<file path="config.mk">
export PLATFORM = sky130hd
export DESIGN_NAME = alu_console_flat
export DESIGN_NICKNAME = d
export VERILOG_FILES = /design/src/rtl/alu_console_if.sv /design/src/rtl/alu_console.sv /design/src/flat_wrapper.sv
export SDC_FILE = /design/constraint.sdc
export NUM_CORES = 1
export LEC_CHECK = 0
export ABC_AREA = 1
export BUFFER_PORTS_ARGS = -buffer_cell sky130_fd_sc_hd__buf_2
export CAP_MARGIN = 5
export CORE_MARGIN = 4
export CORE_UTILIZATION = 40
export CTS_BUF_LIST = sky130_fd_sc_hd__clkbuf_4
export CTS_CLUSTER_SIZE = 20
export DETAILED_ROUTE_END_ITERATION = 7
export MAX_ROUTING_LAYER = met4
export RECOVER_POWER = 25
export SLEW_MARGIN = 15
export SYNTH_ARGS = -nofsm -noshare
export SYNTH_HDL_FRONTEND = slang
export SYNTH_SLANG_ARGS = --single-unit
export TNS_END_PERCENT = 1
</file>
<file path="constraint.sdc">
create_clock -name i_clk -period 4.4 [get_ports i_clk]
set_input_delay 0.44 -clock i_clk [delete_from_list [all_inputs] [get_ports i_clk]]
set_output_delay 0.44 -clock i_clk [all_outputs]
set_load 0.01 [all_outputs]
</file>
<file path="src/rtl/alu_console_if.sv">
// Board I/O bundle for alu_console: switch/button pins in, LED/status out.
interface alu_console_if #(
   parameter int NB_DATA = 8,
   parameter int NB_SW   = 8,
   parameter int NB_BTN  = 4
);
   logic [NB_SW-1:0]   i_sw;
   logic [NB_BTN-1:0]  i_btn;
   logic [NB_DATA-1:0] o_led;
   logic [3:0]         o_status;
   logic               o_valid;
   logic [2:0]         o_loaded;

   modport master (output i_sw, i_btn, input o_led, o_status, o_valid, o_loaded);
   modport slave  (input i_sw, i_btn, output o_led, o_status, o_valid, o_loaded);
endinterface

</file>
<file path="src/rtl/alu_console.sv">
// Debounced button front-end plus operand/opcode loader and registered ALU
// execution with {error, overflow, carry, zero} flags.
module alu_console_debounce #(
   parameter int DEBOUNCE_CYCLES = 1_000_000
) (
   input  logic i_clk,
   input  logic i_reset,
   input  logic i_btn,
   output logic o_pulse
);
   localparam int CW = $clog2(DEBOUNCE_CYCLES);

   logic          s1, s2, acc, armed;
   logic [CW-1:0] cnt;
   logic          chg;

   // Until a low level has been accepted after reset, the button is not armed,
   // so a button held through reset release never fires.
   assign chg = armed ? (s2 != acc) : ~s2;

   always_ff @(posedge i_clk or negedge i_reset) begin
      if (!i_reset) begin
         s1      <= 1'b1;
         s2      <= 1'b1;
         acc     <= 1'b0;
         armed   <= 1'b0;
         cnt     <= '0;
         o_pulse <= 1'b0;
      end else begin
         s1      <= i_btn;
         s2      <= s1;
         o_pulse <= 1'b0;
         if (!chg) begin
            cnt <= '0;
         end else if (cnt == CW'(DEBOUNCE_CYCLES - 1)) begin
            cnt <= '0;
            if (armed) begin
               acc     <= s2;
               o_pulse <= s2;
            end else begin
               armed <= 1'b1;
            end
         end else begin
            cnt <= cnt + 1'b1;
         end
      end
   end
endmodule

module alu_console #(
   parameter int NB_DATA         = 8,
   parameter int NB_OP           = 6,
   parameter int NB_SW           = 8,
   parameter int NB_BTN          = 4,
   parameter int DEBOUNCE_CYCLES = 1_000_000
) (
   input logic         i_clk,
   input logic         i_reset,
   alu_console_if.slave bus
);
   localparam int MSB = NB_DATA - 1;
   localparam logic [NB_OP-1:0] OP_ADD = NB_OP'(6'b100000);
   localparam logic [NB_OP-1:0] OP_SUB = NB_OP'(6'b100010);
   localparam logic [NB_OP-1:0] OP_AND = NB_OP'(6'b100100);
   localparam logic [NB_OP-1:0] OP_OR  = NB_OP'(6'b100101);
   localparam logic [NB_OP-1:0] OP_XOR = NB_OP'(6'b100110);
   localparam logic [NB_OP-1:0] OP_NOR = NB_OP'(6'b100111);
   localparam logic [NB_OP-1:0] OP_SRL = NB_OP'(6'b000010);
   localparam logic [NB_OP-1:0] OP_SRA = NB_OP'(6'b000011);

   typedef enum logic [1:0] {S_LOAD, S_READY, S_DONE} state_t;

   typedef struct packed {
      logic [NB_DATA-1:0] res;
      logic               err;
      logic               ovf;
      logic               carry;
      logic               zero;
   } res_t;

   function automatic res_t alu_exec(input logic [NB_DATA-1:0] a, b,
                                     input logic [NB_OP-1:0]   op);
      logic [NB_DATA:0] ext;
      res_t r;
      r   = '0;
      ext = '0;
      case (op)
         OP_ADD: begin
            ext     = {1'b0, a} + {1'b0, b};
            r.res   = ext[MSB:0];
            r.carry = ext[NB_DATA];
            r.ovf   = (a[MSB] == b[MSB]) && (r.res[MSB] != a[MSB]);
         end
         OP_SUB: begin
            // The extra bit of the widened difference is the unsigned borrow.
            ext     = {1'b0, a} - {1'b0, b};
            r.res   = ext[MSB:0];
            r.carry = ext[NB_DATA];
            r.ovf   = (a[MSB] != b[MSB]) && (r.res[MSB] != a[MSB]);
         end
         OP_AND: r.res = a & b;
         OP_OR:  r.res = a | b;
         OP_XOR: r.res = a ^ b;
         OP_NOR: r.res = ~(a | b);
         OP_SRL: r.res = (32'(b) >= NB_DATA) ? '0 : (a >> b);
         OP_SRA: r.res = (32'(b) >= NB_DATA) ? {NB_DATA{a[MSB]}}
                                              : NB_DATA'($signed(a) >>> b);
         default: r.err = 1'b1;
      endcase
      r.zero = ~r.err & (r.res == '0);
      return r;
   endfunction

   logic [NB_SW-1:0]   sw_m, sw_s;
   logic [NB_BTN-1:0]  pulse;
   logic [2:0]         ld_bit, loaded_q;
   logic               exec;
   state_t             state;
   logic [NB_DATA-1:0] a_q, b_q, led_q;
   logic [NB_OP-1:0]   op_q;
   logic [3:0]         status_q;
   logic               valid_q;
   res_t               res;

   for (genvar g = 0; g < NB_BTN; g++) begin : g_btn
      alu_console_debounce #(.DEBOUNCE_CYCLES(DEBOUNCE_CYCLES)) u_db (
         .i_clk   (i_clk),
         .i_reset (i_reset),
         .i_btn   (bus.i_btn[g]),
         .o_pulse (pulse[g])
      );
   end

   // Priority A > B > op > exec; lower pulses in the same cycle are dropped.
   always_comb begin
      ld_bit = 3'b000;
      if      (pulse[0]) ld_bit = 3'b001;
      else if (pulse[1]) ld_bit = 3'b010;
      else if (pulse[2]) ld_bit = 3'b100;
      exec = pulse[3] & ~|pulse[2:0];
   end

   assign res = alu_exec(a_q, b_q, op_q);

   always_ff @(posedge i_clk or negedge i_reset) begin
      if (!i_reset) begin
         sw_m     <= '0;
         sw_s     <= '0;
         state    <= S_LOAD;
         a_q      <= '0;
         b_q      <= '0;
         op_q     <= '0;
         led_q    <= '0;
         status_q <= '0;
         valid_q  <= 1'b0;
         loaded_q <= '0;
      end else begin
         sw_m <= bus.i_sw;
         sw_s <= sw_m;
         if (|ld_bit) begin
            if (ld_bit[0]) a_q  <= sw_s[NB_DATA-1:0];
            if (ld_bit[1]) b_q  <= sw_s[NB_DATA-1:0];
            if (ld_bit[2]) op_q <= sw_s[NB_OP-1:0];
            loaded_q <= loaded_q | ld_bit;
            valid_q  <= 1'b0;
            state    <= (&(loaded_q | ld_bit)) ? S_READY : S_LOAD;
         end else if (exec) begin
            if (state == S_LOAD) begin
               status_q <= 4'b1000;
               valid_q  <= 1'b0;
            end else begin
               led_q    <= res.res;
               status_q <= {res.err, res.ovf, res.carry, res.zero};
               valid_q  <= 1'b1;
               state    <= S_DONE;
            end
         end
      end
   end

   assign bus.o_led    = led_q;
   assign bus.o_status = status_q;
   assign bus.o_valid  = valid_q;
   assign bus.o_loaded = loaded_q;
endmodule
</file>
<file path="src/flat_wrapper.sv">
// flat-port wrapper written by rule: the top's interface ports become plain ports
module alu_console_flat 
#(
   parameter int NB_DATA         = 8,
   parameter int NB_OP           = 6,
   parameter int NB_SW           = 8,
   parameter int NB_BTN          = 4,
   parameter int DEBOUNCE_CYCLES = 1_000_000
)
  (i_clk, i_reset, bus_i_sw, bus_i_btn, bus_o_led, bus_o_status, bus_o_valid, bus_o_loaded);
  alu_console_if #(.NB_DATA(NB_DATA), .NB_SW(NB_SW), .NB_BTN(NB_BTN)) bus_i ();
  input logic i_clk;
  input logic i_reset;
  input wire logic [$bits(bus_i.i_sw)-1:0] bus_i_sw;
  input wire logic [$bits(bus_i.i_btn)-1:0] bus_i_btn;
  output wire logic [$bits(bus_i.o_led)-1:0] bus_o_led;
  output wire logic [$bits(bus_i.o_status)-1:0] bus_o_status;
  output wire logic [$bits(bus_i.o_valid)-1:0] bus_o_valid;
  output wire logic [$bits(bus_i.o_loaded)-1:0] bus_o_loaded;
  assign bus_i.i_sw = bus_i_sw;
  assign bus_i.i_btn = bus_i_btn;
  assign bus_o_led = bus_i.o_led;
  assign bus_o_status = bus_i.o_status;
  assign bus_o_valid = bus_i.o_valid;
  assign bus_o_loaded = bus_i.o_loaded;
  alu_console #(.NB_DATA(NB_DATA), .NB_OP(NB_OP), .NB_SW(NB_SW), .NB_BTN(NB_BTN), .DEBOUNCE_CYCLES(DEBOUNCE_CYCLES)) u_core (.i_clk(i_clk), .i_reset(i_reset), .bus(bus_i));
endmodule
</file>
==> run metrics, run 1 <==
GRT Resource Usage Total 17.98%; drt wl/cell 13.93 um; largest area contributor in the netlist dfrtp_1; Post-CTS Setup Bufs 0; setup tns final 0 ps; net count after synthesis 1153; Longest Clk Path Bufs 2; skew final 14.51 ps; core area 0.02109 mm2; reg2reg path depth 12; startpoint types primary input; outcome complete, but fails checks; worst setup path start i_reset; Remaining DRCs 0; Mapped Cells 1108; total of max-cap violations 1; Fin Hold WS 362.3 ps; CTS buffer count 17; initial core utilization 40.74%; initial antenna violation count 2; 1st-iter DRT viols 514; YS warnings 0; drt pass-1 iters 5; Reg2Reg Launch Point u_core.b_q[1]; H-tree depth 4; Final ANT Viol Nets 0; most common cell after layout, fill and taps aside nand2_1; register area share after synthesis 45.56%; crit path max fanout 97; hold endpoint u_core.sw_s[4]; fin nets 1202; Cell variety after synth 37; CTS tree built; synthesized area 0.008591 mm2; Final Cycle Share 59.46%; share of cells above drive strength 1 9.573%; Final HPWL DP 15040 um; fmax 0.3822 GHz; Worst slew margin -58.14%; Power Density 256.4 mW/mm2; failing checks capacitance limit, slew limit; IO Pins 30; Std-Cell Rows 53; hold_sp u_core.sw_m[4]; Reg clk slew, reported paths 130 ps; CTS root buf clkbuf_4; gpl congestion 0.9151; worst path required time 5060 ps; Most used DFF post-synth dfrtp_1; largest net degree at the start of global routing 98; Hold Vio Cnt, Final 0; min cycle time layout 2616 ps; setup violators final 0; Routed Wire Length 20150 um; most frequent cells in the layout nand2_1, dfrtp_1, inv_1; area delta synth->final 9.918%; critical path class in2async; R2R setup slack 1890 ps; Via Count 7120; Hold WC Path Type reg2reg; maximum vdd ir drop 0.1606 mV; post-synthesis area per instance 7.753 um2; # clock sinks 156; synth top area cells dfrtp_1, nand2_1, inv_1; ys async rst share 100.0%; die area 0.02389 mm2; Hold Path Depth 0; CP Capture Type async pin; EDFF count, synth 0; first-pass GRT wire length 34150 um; number of global-route vias before repair 6895; Buffers on Ports 29; die height 154.6 um; fin. max-slew vios 98; crit path DAT 3280 ps; flops & latches, synth 156; RR Endpoint u_core.bus.o_status[0]; RSZ-0062 raised after global routing no; Lkg Pwr 0.004516 uW; Vias/cell 4.921; measured slew at the worst slew-check pin 2372 ps; post-synth top area share 43.11%; Die W 154.6 um; grt ovf 0; Clock Latency Late Sink 550 ps
-- worst max path at each step --
| stage | to | slack [ps] | depth (start not counted) |
|---|---|---|---|
| 2_1_floorplan | u_core.bus.o_status[0] | 2410 | 10 |
| 3_3_place_gp | u_core.bus.o_status[0] | 2000 | 12 |
| 3_5_place_dp | u_core.bus.o_status[0] | 1960 | 12 |
| 4_1_cts | u_core.bus.o_status[0] | 1920 | 12 |
| 5_1_grt | u_core.g_btn[1].u_db.s2 | 1300 | 3 |
| 6_report | u_core.g_btn[1].u_db.s1 | 1780 | 3 |
-- worst max-delay path, cell delays in order --
cell	delay [ps]
dlygate4sd3_1	520
clkbuf_2	1650
buf_4	620
-- report_power, final --
group          switching [uW]  internal [uW]  total (uW)  leakage (uW)
Sequential               12.8           1460        1470       0.00211
Combinational            54.0           24.2        78.2       0.00227
Clock                     514            360         874      0.000141
Total                     581           1840        2420       0.00452
-- repair_timing --
action	4_1_cts	5_1_grt
resized for setup	0	0
hold endpoints to repair	77	0
hold buffers	13	0
-- synth_stat cells, types with 3 or more instances --
cell type / number
a21oi_1: 42
and3_1: 4
buf_2: 8
clkbuf_1: 7
dfrtp_1: 148
dfstp_2: 8
ha_1: 29
inv_1: 146
inv_2: 3
nand2_1: 252
nand2_2: 4
nand3_1: 90
nand3_2: 4
nand4_1: 24
nor2_1: 140
nor2_2: 14
nor2_4: 4
nor3_1: 34
nor3_2: 6
nor3b_1: 4
nor3b_2: 4
nor4_1: 7
o21ai_0: 71
o21ai_1: 3
or2_2: 3
xnor2_1: 10
xor2_1: 24
-- through the flow --
step | util (%) | setup slack [ps] | power (uW) | cells | instance area, um2
after floorplan | - | 2409 | 1521 | 1108 | 8591
after global placement | 42.88 | 1996 | 1569 | 1400 | 9042
after detailed placement | 42.88 | 1956 | 1570 | 1400 | 9042
after CTS | 44.81 | 1918 | 2461 | 1445 | 9450
after global routing | 44.78 | 1302 | 2543 | 1447 | 9443
final | 44.78 | 1784 | 2421 | 1447 | 9443
-- cell type report --
type,instances,area [um2]
multi-input cells,788,4051
clock buffers,21,157.7
well taps,275,344.1
fillers,2133,11640
repair buffers,45,291.5
flip-flops and latches,156,3914
diodes,2,5.005
clock inverters,11,120.1
inverters,149,559.3
-- state kept, by name, summed over array words and instances (netlist names), 6 cells and up --
signal,count
u_core.a_q,8
u_core.b_q,8
u_core.bus.o_led,8
u_core.g_btn.u_db.cnt,80
u_core.op_q,6
u_core.sw_m,8
u_core.sw_s,8
-- kinds of logic (layout without fill, tap and decap cells) --
logic type / count (synthesis) / in the layout / share of synthesized area [%]
AOI/OAI and AO/OA: 127 / 127 / 7.719
xor gates and xnor gates: 34 / 34 / 3.466
buffers and inverters: 164 / 226 / 7.282
and+or+nand+nor: 596 / 596 / 31.28
adders and majority gates: 31 / 31 / 4.690
other: 0 / 2 / 0
DFF: 156 / 156 / 45.56
-- routing by layer --
metal | vias to the layer above | global-route usage [%] | part of all wire, % | wire, um
met5 | - | - | 0 | 0
met2 | 154 | 27.00 | 45 | 9052
li1 | 3655 | - | - | -
met1 | 3275 | 24.64 | 49 | 9786
met3 | 36 | 3.246 | 3.9 | 796
met4 | 0 | 6.266 | 2.6 | 518
No activity file was read; power rests on OpenSTA's default activity.
==> run 2: changes to the inputs <==
- clock period: 4.4 -> 2.7 ns (I/O delays scaled with it)
==> run metrics, run 2 (same netlist as run 1, synthesis figures left out) <==
outcome complete, but fails checks (unchanged); failing checks capacitance limit, slew limit (unchanged); fin. max-slew vios 61 (was 98); crit path max fanout 4 (was 97); gpl congestion 0.9239 (was 0.9151); max reg flops 80 (unchanged); CTS buffer count 17 (unchanged); setup violators final 0 (unchanged); Hold Vio Cnt, Final 0 (unchanged); Via Count 7101 (was 7120); Worst slew margin -0.5799% (was -58.14%); Worst path top cell family by delay simple AND/OR/NAND/NOR gates (was buffers and inverters); cell-by-cell trace of the critical path ha_1, fa_1, or2_2, nand2_1, o21ai_0, nor2_1, nand4_1, nor2_1, nand3_1, o21bai_1 (was dlygate4sd3_1, clkbuf_2, buf_4); RR Endpoint u_core.bus.o_status[0] (unchanged); core area 0.02109 mm2 (unchanged); CP Capture Type flip-flop (was async pin); CTS tree built (unchanged); worst path bufs/invs 0 (was 3); number of global-route vias before repair 6819 (was 6895); Post-CTS Resized 0 (unchanged); Reg clk slew, reported paths 120 ps (was 130 ps); 1st-iter DRT viols 496 (was 514); largest register by flop count u_core.g_btn.u_db.cnt (unchanged); RSZ-0062 raised after global routing no (unchanged); R2R setup slack 360 ps (was 1890 ps); crit path max-delay cell type fa_1 (was clkbuf_2); filler cell count 2152 (was 2133); setup tns final 0 ps (unchanged); CTS root buf clkbuf_4 (unchanged); Vias/cell 4.887 (was 4.921); Buffers on Ports 29 (unchanged); IO Pins 30 (unchanged); Longest Clk Path Bufs 2 (unchanged); Sw Ratio 22.67% (was 23.99%); GRT Resource Usage Total 17.62% (was 17.98%); critical path depth in cells 10 (was 3); Routed Wire Length 19590 um (was 20150 um); die height 154.6 um (unchanged); H-tree depth 4 (unchanged); drt wl/cell 13.48 um (was 13.93 um); # clock sinks 156 (unchanged); drt pass-1 iters 5 (unchanged); Remaining DRCs 0 (unchanged); die area 0.02389 mm2 (unchanged); critical path class reg2reg (was in2async); Power Density 407.7 mW/mm2 (was 256.4 mW/mm2); Final Cycle Share 86.60%; most frequent cells in the layout nand2_1, dfrtp_1, inv_1 (unchanged); Clock Latency Late Sink 530 ps (was 550 ps); Die W 154.6 um (unchanged); crit path DAT 2810 ps (was 3280 ps); largest net degree at the start of global routing 62 (was 98); startpoint types flip-flop (was primary input); sequential power share 61.9% (was 60.7%); total of max-cap violations 1 (unchanged); share of cells above drive strength 1 9.941% (was 9.573%); Combinational Power Share 3.4% (was 3.2%); maximum vdd ir drop 0.2127 mV (was 0.1606 mV); initial core utilization 40.74% (unchanged); Std-Cell Rows 53 (unchanged); Lkg Pwr 0.004556 uW (was 0.004516 uW); min cycle time layout 2338 ps; Reg2Reg Launch Point u_core.b_q[0] (was u_core.b_q[1]); CP max stage delay 460 ps (was 1650 ps); worst setup path start u_core.b_q[0] (was i_reset); Hold WC Path Type reg2reg (unchanged); fin nets 1209 (was 1202); grt ovf 0 (unchanged); Final ANT Viol Nets 0 (unchanged); reg2reg path depth 10 (was 12); Placed Cells 1407 (was 1400); Power Internal 2988 uW (was 1841 uW); CP dominant cell by count nor2_1; total power draw 3864 uW (was 2421 uW); Final HPWL DP 15090 um (was 15040 um); fmax 0.4277 GHz; CP endpoint u_core.bus.o_status[0] (was u_core.g_btn[1].u_db.s1); Switching Power 875.8 uW (was 580.8 uW); measured slew at the worst slew-check pin 1509 ps (was 2372 ps); area delta synth->final 10.30% (was 9.918%); worst path required time 3170 ps (was 5060 ps); skew final 16.84 ps (was 14.51 ps); first-pass GRT wire length 33640 um (was 34150 um); initial antenna violation count 1 (was 2); fin cells 1453 (was 1447); clock share of power 34.7% (was 36.1%); most common cell after layout, fill and taps aside nand2_1 (unchanged)
## run 2: how the worst min path moves through the flow
stage / cells after the start / from / to
2_1_floorplan: 0 / i_reset / u_core.a_q[0]
3_3_place_gp: 1 / i_reset / u_core.g_btn[1].u_db.cnt[17]
3_5_place_dp: 1 / i_reset / u_core.g_btn[1].u_db.cnt[17]
4_1_cts: 2 / i_reset / u_core.g_btn[1].u_db.cnt[17]
5_1_grt: 2 / bus_i_sw[4] / u_core.sw_m[4]
6_report: 0 / u_core.g_btn[3].u_db.s1 / u_core.g_btn[3].u_db.s2
## run 2: cell type report
| cell class | count | area, um2 | share of cell area [%] |
|---|---|---|---|
| Multi-Input combinational cell | 788 | 4051 | 42.76 |
| Inverter | 149 | 559.3 | 5.903 |
| Clock buffer | 21 | 157.7 | 1.664 |
| Sequential cell | 156 | 3914 | 41.30 |
| Timing Repair Buffer | 52 | 344.1 | 3.631 |
| Antenna cell | 1 | 2.502 | 0.02641 |
| Clock inverter | 11 | 102.6 | 1.083 |
| Tap cell | 275 | 344.1 | 3.631 |
## run 2: through the flow
step           setup WS [ps]  area, um2  hold WS (ps)  util (%)
6_report               361.8       9475         361.8     44.93
5_1_grt                209.3       9475         319.5     44.93
4_1_cts                384.1       9485         230.1     44.98
3_5_place_dp           414.2       9095         280.3     43.13
3_3_place_gp           452.2       9095         282.1     43.13
2_1_floorplan          708.9       8591        -25.59         -
## run 2: power by group through the flow
stage                     Combinational, uW  Sequential [uW]  Clock [uW]
after floorplan                        45.9             2430           0
after global placement                  123             2440           0
after detailed placement                123             2440           0
after CTS                               138             2390        1410
after global routing                    156             2400        1520
final                                   131             2390        1340
## run 2: timing repair
action,4_1_cts,5_1_grt
hold endpoints to repair,68,0
endpoints found under the setup margin,0,0
setup buffers,0,0
hold buffers,13,0
## run 2: metal layers
metal	global-route usage (%)	vias up	routed length [um]
li1	-	3665	-
met1	23.78	3265	9423
met2	28.02	151	9187
met3	2.630	20	678
met4	4.668	0	300
met5	-	-	0
==> run 3: changes to the inputs <==
- CORE_UTILIZATION: 40 -> 65
- GPL_TIMING_DRIVEN: not set -> 0
- PLACE_DENSITY: not set -> 0.83
==> run metrics, run 3 (same netlist as run 1, synthesis figures left out) <==
outcome complete, but fails checks (unchanged); failing checks capacitance limit, slew limit (unchanged); met1 global-route usage 38.84% (was 23.78%); fin. max-slew vios 50 (was 61); first-pass GRT wire length 32630 um (was 33640 um); GRT Resource Usage Total 28.29% (was 17.62%); Sw Ratio 25.02% (was 22.67%); fin nets 1215 (was 1209); drt wl/cell 14.02 um (was 13.48 um); crit path DAT 2930 ps (was 2810 ps); largest net degree at the start of global routing 108 (was 62); setup violators final 0 (unchanged); fmax 0.4088 GHz (was 0.4277 GHz); Final Cycle Share 90.59% (was 86.60%); measured slew at the worst slew-check pin 2115 ps (was 1509 ps); initial antenna violation count 1 (unchanged); CP max stage delay 480 ps (was 460 ps); Switching Power 999.4 uW (was 875.8 uW); grt ovf 0 (unchanged); GR Util met3 5.672% (was 2.630%); total of max-cap violations 1 (unchanged); crit path max-delay cell type dfrtp_2 (was fa_1); maximum vdd ir drop 0.3858 mV (was 0.2127 mV); Via Count 7403 (was 7101); sequential power share 59.9% (was 61.9%); Power Density 424.9 mW/mm2 (was 407.7 mW/mm2); Die W 123.0 um (was 154.6 um); initial core utilization 67.25% (was 40.74%); 1st-iter DRT viols 664 (was 496); Placed Cells 1310 (was 1407); # clock sinks 156 (unchanged); Worst slew margin -41.24% (was -0.5799%); most frequent cells in the layout nand2_1, dfrtp_1, inv_1 (unchanged); die area 0.01512 mm2 (was 0.02389 mm2); IO Pins 30 (unchanged); CTS root buf clkbuf_4 (unchanged); Worst path top cell family by delay simple AND/OR/NAND/NOR gates (unchanged); Remaining DRCs 0 (unchanged); Reg clk slew, reported paths 140 ps (was 120 ps); Clock Latency Late Sink 570 ps (was 530 ps); share of cells above drive strength 1 10.06% (was 9.941%); largest register by flop count u_core.g_btn.u_db.cnt (unchanged); worst path required time 3190 ps (was 3170 ps); dpl cell area 0.008989 mm2 (was 0.009095 mm2); busiest grt layer met2 (unchanged); Buffers on Ports 29 (unchanged); most common cell after layout, fill and taps aside nand2_1 (unchanged); Register Area 0.003915 mm2 (was 0.003914 mm2); Final Cell Area 0.009403 mm2 (was 0.009475 mm2); gpl congestion 1.000 (was 0.9239); Final HPWL DP 14080 um (was 15090 um); Power Internal 2996 uW (was 2988 uW); core area 0.01277 mm2 (was 0.02109 mm2); Routed Wire Length 19010 um (was 19590 um); CTS tree built (unchanged); H-tree depth 4 (unchanged); critical path class reg2reg (unchanged); Hold Vio Cnt, Final 0 (unchanged); Std-Cell Rows 41 (was 53); area delta synth->final 9.452% (was 10.30%); number of global-route vias before repair 6809 (was 6819); CP Capture Type flip-flop (unchanged); critical path depth in cells 12 (was 10); Lkg Pwr 0.004585 uW (was 0.004556 uW); max reg flops 80 (unchanged); Longest Clk Path Bufs 2 (unchanged); Hold Path Depth 2 (was 0); min cycle time layout 2446 ps (was 2338 ps); reg2reg path depth 12 (was 10); Combinational Power Share 3.3% (was 3.4%); startpoint types flip-flop (unchanged); RSZ-0062 raised after global routing no (unchanged); crit path max fanout 10 (was 4); filler cell count 986 (was 2152); fin cells 1356 (was 1453); Post-CTS Setup Bufs 0 (unchanged); Vias/cell 5.459 (was 4.887); skew final 21.40 ps (was 16.84 ps); Finished Core Util 73.61% (was 44.93%); worst path bufs/invs 2 (was 0); area of the multi-input gates 0.004051 mm2 (unchanged); drt pass-1 iters 5 (unchanged); die height 123.0 um (was 154.6 um); clock share of power 36.8% (was 34.7%); CTS buffer count 17 (unchanged); met2 Usage GRT 42.13% (was 28.02%); Final ANT Viol Nets 0 (unchanged); cell-by-cell trace of the critical path inv_1, ha_1, buf_2, o31ai_1, nand2_1, nand2_1, nor2_1, nor2_1, nand3_1, nor2_1, nand3_1, o21bai_1 (was ha_1, fa_1, or2_2, nand2_1, o21ai_0, nor2_1, nand4_1, nor2_1, nand3_1, o21bai_1); Hold WC Path Type in2reg (was reg2reg); CP dominant cell by count nor2_1 (unchanged)
[run 3: metal layers]
metal / vias up / routed length (um)
li1: 3695 / -
met1: 3420 / 8552
met2: 244 / 8689
met3: 44 / 1178
met4: 0 / 593
met5: - / 0
[run 3: what timing repair did]
action                                 in CTS  in global routing
endpoints found under the hold margin      62                  0
gates resized for setup                     0                  1
setup endpoints to repair                   0                  1
hold buffers                               13                  0
[run 3: layout make-up]
cell class	instances	share of cell area, %
well taps	172	2.289
multi-input cells	788	43.09
flip-flops and latches	156	41.64
inverters	149	5.948
repair buffers	43	3.207
diodes	1	0.02661
plain buffers	15	0.6919
clock buffers	18	1.437
clock inverters	14	1.677
[run 3: path summary, 6_finish.rpt]
check                                             start                            to  slack, ps
worst max register to register            u_core.b_q[2]        u_core.bus.o_status[0]        250
min in group asynchronous                       i_reset  u_core.g_btn[0].u_db.cnt[12]        870
worst min-delay path                        bus_i_sw[5]                u_core.sw_m[5]        350
worst max-delay path                      u_core.b_q[2]        u_core.bus.o_status[0]        250
worst min register to register  u_core.g_btn[0].u_db.s1       u_core.g_btn[0].u_db.s2        360
max in group asynchronous                       i_reset   u_core.g_btn[3].u_db.cnt[9]        440
[run 3: power groups by stage]
stage / clock [uW] / combinational (uW) / sequential, uW
2_1_floorplan: 0 / 45.9 / 2430
6_report: 1470 / 130 / 2390
3_5_place_dp: 0 / 121 / 2440
3_3_place_gp: 0 / 110 / 2440
5_1_grt: 1620 / 153 / 2400
4_1_cts: 1510 / 137 / 2390
[run 3: per-stage QoR]
stage | setup TNS (ps) | power (uW) | hold slack (ps) | worst slack, ps
2_1_floorplan | 0 | 2478 | -25.59 | 708.9
3_3_place_gp | -120050 | 2547 | 332.3 | -830.0
3_5_place_dp | 0 | 2559 | 197.0 | 241.2
4_1_cts | 0 | 4045 | 135.6 | 193.7
5_1_grt | 0 | 4169 | 294.5 | 22.47
6_report | 0 | 3995 | 347.7 | 254.0
